==> src/rtl/hazard_controller_pkg.sv <==
// Shared pipeline definitions for the hazard controller: register-number width,
// multiply/divide occupancy defaults, and the md_sequencer state encoding.
package hazard_controller_pkg;

    localparam int REG_W          = 5;
    localparam int CNT_W          = 6;
    localparam int MUL_CYCLES_DEF = 4;
    localparam int DIV_CYCLES_DEF = 32;

    typedef logic [REG_W-1:0] reg_num_t;

    typedef enum logic {
        IDLE    = 1'b0,
        MD_BUSY = 1'b1
    } md_state_t;

    // A producer only matters when it actually names a real register; $0 is hardwired.
    function automatic logic reg_hit(input reg_num_t src, input reg_num_t dst);
        return (dst != '0) && (src == dst);
    endfunction

endpackage

==> src/rtl/hazard_controller_md_sequencer.sv <==
// Multiply/divide occupancy tracker: a two-state FSM with a 6-bit down-counter
// that reports busy for the full operation and pulses done on the last cycle.
module md_sequencer
    import hazard_controller_pkg::*;
#(
    parameter int MUL_CYCLES = MUL_CYCLES_DEF,
    parameter int DIV_CYCLES = DIV_CYCLES_DEF
) (
    input  logic clk,
    input  logic rst_n,
    input  logic start,
    input  logic div,
    output logic busy,
    output logic done
);

    localparam logic [CNT_W-1:0] MUL_LOAD = CNT_W'(MUL_CYCLES - 1);
    localparam logic [CNT_W-1:0] DIV_LOAD = CNT_W'(DIV_CYCLES - 1);

    md_state_t        state_q, state_d;
    logic [CNT_W-1:0] cnt_q, cnt_d;

    // NOTE: state registers use non-blocking assignments so every flop samples pre-edge values.
    always_ff @(posedge clk or negedge rst_n) begin
        if (!rst_n) begin
            state_q <= IDLE;
            cnt_q   <= '0;
        end else begin
            state_q <= state_d;
            cnt_q   <= cnt_d;
        end
    end

    // NOTE: every output of this block is defaulted first so no path can infer a latch.
    always_comb begin
        state_d = state_q;
        cnt_d   = cnt_q;
        done    = 1'b0;
        unique case (state_q)
            IDLE: begin
                if (start) begin
                    state_d = MD_BUSY;
                    cnt_d   = div ? DIV_LOAD : MUL_LOAD;
                end
            end
            MD_BUSY: begin
                // A start seen here, including on the final cycle, is dropped.
                if (cnt_q == '0) begin
                    state_d = IDLE;
                    done    = 1'b1;
                end else begin
                    cnt_d = cnt_q - 1'b1;
                end
            end
            default: state_d = IDLE;
        endcase
    end

    assign busy = (state_q == MD_BUSY);

endmodule

==> src/rtl/hazard_controller.sv <==
// Pipeline hazard unit: load-use, branch-compare and mult/div stalls plus
// decode-stage branch operand forwarding from the memory stage.
module hazard_controller
    import hazard_controller_pkg::*;
#(
    parameter int MUL_CYCLES = MUL_CYCLES_DEF,
    parameter int DIV_CYCLES = DIV_CYCLES_DEF
) (
    input  logic             clk,
    input  logic             rst_n,
    input  logic [REG_W-1:0] rsD,
    input  logic [REG_W-1:0] rtD,
    input  logic [REG_W-1:0] WriteRegE,
    input  logic [REG_W-1:0] WriteRegM,
    input  logic             RegWriteE,
    input  logic             RegWriteM,
    input  logic             MemtoRegE,
    input  logic             MemtoRegM,
    input  logic             BranchD,
    input  logic             MdUseD,
    input  logic             MdStartE,
    input  logic             MdDivE,
    output logic             StallF,
    output logic             StallD,
    output logic             FlushE,
    output logic             ForwardAD,
    output logic             ForwardBD,
    output logic             MdBusy,
    output logic             MdDone
);

    logic hit_e, hit_m;
    logic lwstall, brstall, mdstall, stall;

    md_sequencer #(
        .MUL_CYCLES (MUL_CYCLES),
        .DIV_CYCLES (DIV_CYCLES)
    ) u_md_sequencer (
        .clk   (clk),
        .rst_n (rst_n),
        .start (MdStartE),
        .div   (MdDivE),
        .busy  (MdBusy),
        .done  (MdDone)
    );

    assign hit_e = reg_hit(rsD, WriteRegE) | reg_hit(rtD, WriteRegE);
    assign hit_m = reg_hit(rsD, WriteRegM) | reg_hit(rtD, WriteRegM);

    assign lwstall = MemtoRegE & RegWriteE & hit_e;
    // A branch resolved in decode cannot use an ALU result still in execute,
    // nor a load result that only becomes available at the end of memory.
    assign brstall = BranchD & ((RegWriteE & hit_e) | (MemtoRegM & hit_m));
    assign mdstall = MdUseD & (MdBusy | MdStartE);
    assign stall   = lwstall | brstall | mdstall;

    assign StallF    = stall;
    assign StallD    = stall;
    assign FlushE    = stall;
    assign ForwardAD = RegWriteM & reg_hit(rsD, WriteRegM);
    assign ForwardBD = RegWriteM & reg_hit(rtD, WriteRegM);

endmodule

==> config.mk <==
export PLATFORM = sky130hd
export DESIGN_NAME = hazard_controller
export DESIGN_NICKNAME = d
export VERILOG_FILES = /design/src/rtl/hazard_controller_pkg.sv /design/src/rtl/hazard_controller_md_sequencer.sv /design/src/rtl/hazard_controller.sv
export SDC_FILE = /design/constraint.sdc
export NUM_CORES = 1
export LEC_CHECK = 0
export ABC_CLOCK_PERIOD_IN_PS = 1800
export BUFFER_PORTS_ARGS = -buffer_cell sky130_fd_sc_hd__buf_2
export CORE_UTILIZATION = 44
export DETAILED_ROUTE_END_ITERATION = 6
export PLACE_DENSITY = 0.86
export SLEW_MARGIN = 20
export SYNTH_ARGS = -nofsm -noshare
export SYNTH_HDL_FRONTEND = slang
export SYNTH_HIERARCHICAL = 1
export SYNTH_SLANG_ARGS = --single-unit
==> constraint.sdc <==
create_clock -name clk -period 1.8 [get_ports clk]
set_clock_uncertainty 0.05 [all_clocks]
set_input_delay 0.27 -clock clk [delete_from_list [all_inputs] [get_ports clk]]
set_output_delay 0.27 -clock clk [all_outputs]
set_load 0.01 [all_outputs]
==> out/results.ini <==
[outcome]
status = complete, but fails checks
violations = setup timing

[sta]
hold_ws_ps = 255
period_minus_slack_ps = 1800
fin_ws_ps = -2.92
worst_pin_slew_ps = 354
timing.slew.headroom = 0.762
tns_ps = -2.92
setup_violations = 1
finalCritPeriodShare = 1.00
final-hold-violation-count = 0
fmax_mhz = 555
slew_violations = 0

[detailed_routing]
drtIter0Drc = 10
wl_per_cell_um = 14.3
ant_nets = 0
vias_per_cell = 5.51
post-route-drc-count = 0
first_pass_iters = 4
finalWirelength_um = 2000
via_count = 771

[setup_path]
crit_arrival_ps = 1480
ff2ff_setup_slack_ps = 290
worstSetupStartpointType = flop
rr_endpoint = u_md_sequencer/cnt_q[3]$_DFFE_PN0P_
crit_path_start = u_md_sequencer/cnt_q[3]$_DFFE_PN0P_
critPathKind = flop to primary output
cp.required_ps = 1480
reg2reg_from = u_md_sequencer/cnt_q[0]$_DFFE_PN0P_
crit_path_end_kind = primary output
path_max_fanout = 3
reg2reg_depth = 5

[yosys]
avgSynthCellArea_sq_um = 8.59
synth_seq_cells = 7
syn_inst = 83
synth_ff_type = dfrtp_1
yosysSeqAreaShare = 0.246
synth_common_cells = xnor2_1 (12), xor2_1 (9), dfrtp_1 (7), nor3_1 (7), inv_1 (6)
synth_edf_count = 0
synth_largest_area_cell = dfrtp_1
ys.warnings.count = 6
async_flop_share = 1.00
synth_nets = 115
synth.distinct_cells = 32
netlist_area_sq_um = 713
synthTopCellsByArea = dfrtp_1 (25%), xnor2_1 (15%), xor2_1 (11%)
synth_most_common_cell = xnor2_1
synth_top_area_share = 0.246

[placement]
place_area_sq_um = 910
portBuffers = 36
gp_congestion = 0.867
dp_hpwl_um = 1560

[finish]
layout-drive-gt1-share = 0.395
final_util = 0.645
num-nets-final = 157
area_growth_pct = 36.1
finalInstanceArea_sq_um = 971
n_antenna_cell = 0

[pwr]
p_int_w = 0.000601
seq_power_share = 0.297
comb_power_share = 0.563
netSwitchingFraction = 0.422
leakage_nw = 0.453
power_density_mw_per_mm2 = 1070
power_switching_w = 0.000438
clkPwrFrac = 0.139
fin_total_pwr_w = 0.00104
ir_drop_uv = 838

[min_path]
min_to = u_md_sequencer/cnt_q[2]$_DFFE_PN0P_
worstHoldPathCells = 3
min-delay-path-class = primary input to flop
min_from = MdDivE

[global_routing]
grt-ovfl-total = 0
first_global_vias = 759
antenna_found_initial = 0
grt_first_pass_wirelength_um = 3280
track_usage = 0.245
grt_max_degree = 11

[cts]
cts_tree = done
clock_sinks = 7
cts_max_level = 1
numCtsBuffers = 3
clk_pin_slew_ps = 50
clock_path_buffers = 2
insertion_delay_ps = 260
cts_root_buf = clkbuf_4

[flow_run]
maxCapViolations = 0

[floorplanning]
die_h_um = 42.3
ios = 37
die-area_sq_mm = 0.00179
fp-row-count = 14
core_area_sq_mm = 0.00151
die_x_um = 42.3
initial_core_util = 0.473

-- kinds of logic after synthesis --
group	share of synthesized area
and+or+nand+nor	0.196
xor gates and xnor gates	0.258
AOI/OAI and AO/OA	0.179
buffers and inverters	0.0579
DFF	0.246
muxes	0.0281
adders and majority gates	0.0351
-- registers in the layout, indices dropped and copies added, names as in the netlist --
name	cells
u_md_sequencer/busy	1
u_md_sequencer/cnt_q	6
-- timing repair --
action | 4_1_cts | 5_1_grt
gates cloned | 0 | 0
gates resized for setup | 1 | 4
setup endpoints to repair | 1 | 4
pin swaps | 0 | 4
buffers inserted | 1 | 0
hold buffers | 1 | 0
endpoints found under the hold margin | 7 | 0
-- worst max path at each step --
| stage | end | slack (ps) | depth (start not counted) |
|---|---|---|---|
| final | MdDone | -3 | 3 |
| after global routing | MdDone | -30 | 3 |
| after CTS | MdDone | 20 | 3 |
| after detailed placement | StallD | 60 | 5 |
| after global placement | FlushE | 100 | 5 |
| after floorplan | StallD | 170 | 4 |
-- worst max-delay path, stage by stage, from the launching register on --
cell	delay (ps)
dfrtp_1	380
or4_4	570
nor2_4	120
buf_2	150
-- routing by layer --
layer  track usage  vias to the layer above  routed length, um
met5             0                        -                  0
met4         0.113                        0                 31
met3        0.0388                        4                 99
met2         0.434                       30               1050
met1         0.286                      353                821
li1              -                      384                  -
-- area by class of cell --
cell class | count | area [sq um]
repair buffers | 40 | 213
inverters | 6 | 22.5
flip-flops and latches | 7 | 175
well taps | 16 | 20.0
fillers | 131 | 536
clock buffers | 4 | 26.3
multi-input cells | 67 | 514
-- power groups by stage --
| stage | Sequential, W | Combinational, W | Clock, W |
|---|---|---|---|
| 2_1_floorplan | 0.000305 | 0.000373 | 0 |
| 3_3_place_gp | 0.000314 | 0.000503 | 0 |
| 3_5_place_dp | 0.000318 | 0.000527 | 0 |
| 4_1_cts | 0.000304 | 0.000564 | 0.000151 |
| 5_1_grt | 0.000316 | 0.000653 | 0.000157 |
| 6_report | 0.000309 | 0.000585 | 0.000145 |
-- through the flow --
stage / worst slack [ps] / instances
after CTS: 24.6 / 140
after floorplan: 167 / 83
after global placement: 96.1 / 134
after detailed placement: 61.1 / 134
final: -2.92 / 140
after global routing: -30.9 / 140
-- cells in the final DEF (no fill, tap or decap), types with 2 or more instances in the layout --
cell,netlist,final
dfrtp_1,7,7
nand2_1,4,4
xor2_1,9,9
a31oi_1,2,2
nor3_2,0,2
nor3b_1,2,2
nand3_1,4,4
buf_4,2,3
mux2i_1,2,2
and3_1,2,2
o211ai_1,2,2
buf_2,0,36
nor3_1,7,5
nor2_1,3,2
clkbuf_4,0,3
xnor2_1,12,12
ha_1,2,2
inv_1,6,5
Note: power is estimated with default switching activity, not from simulation.
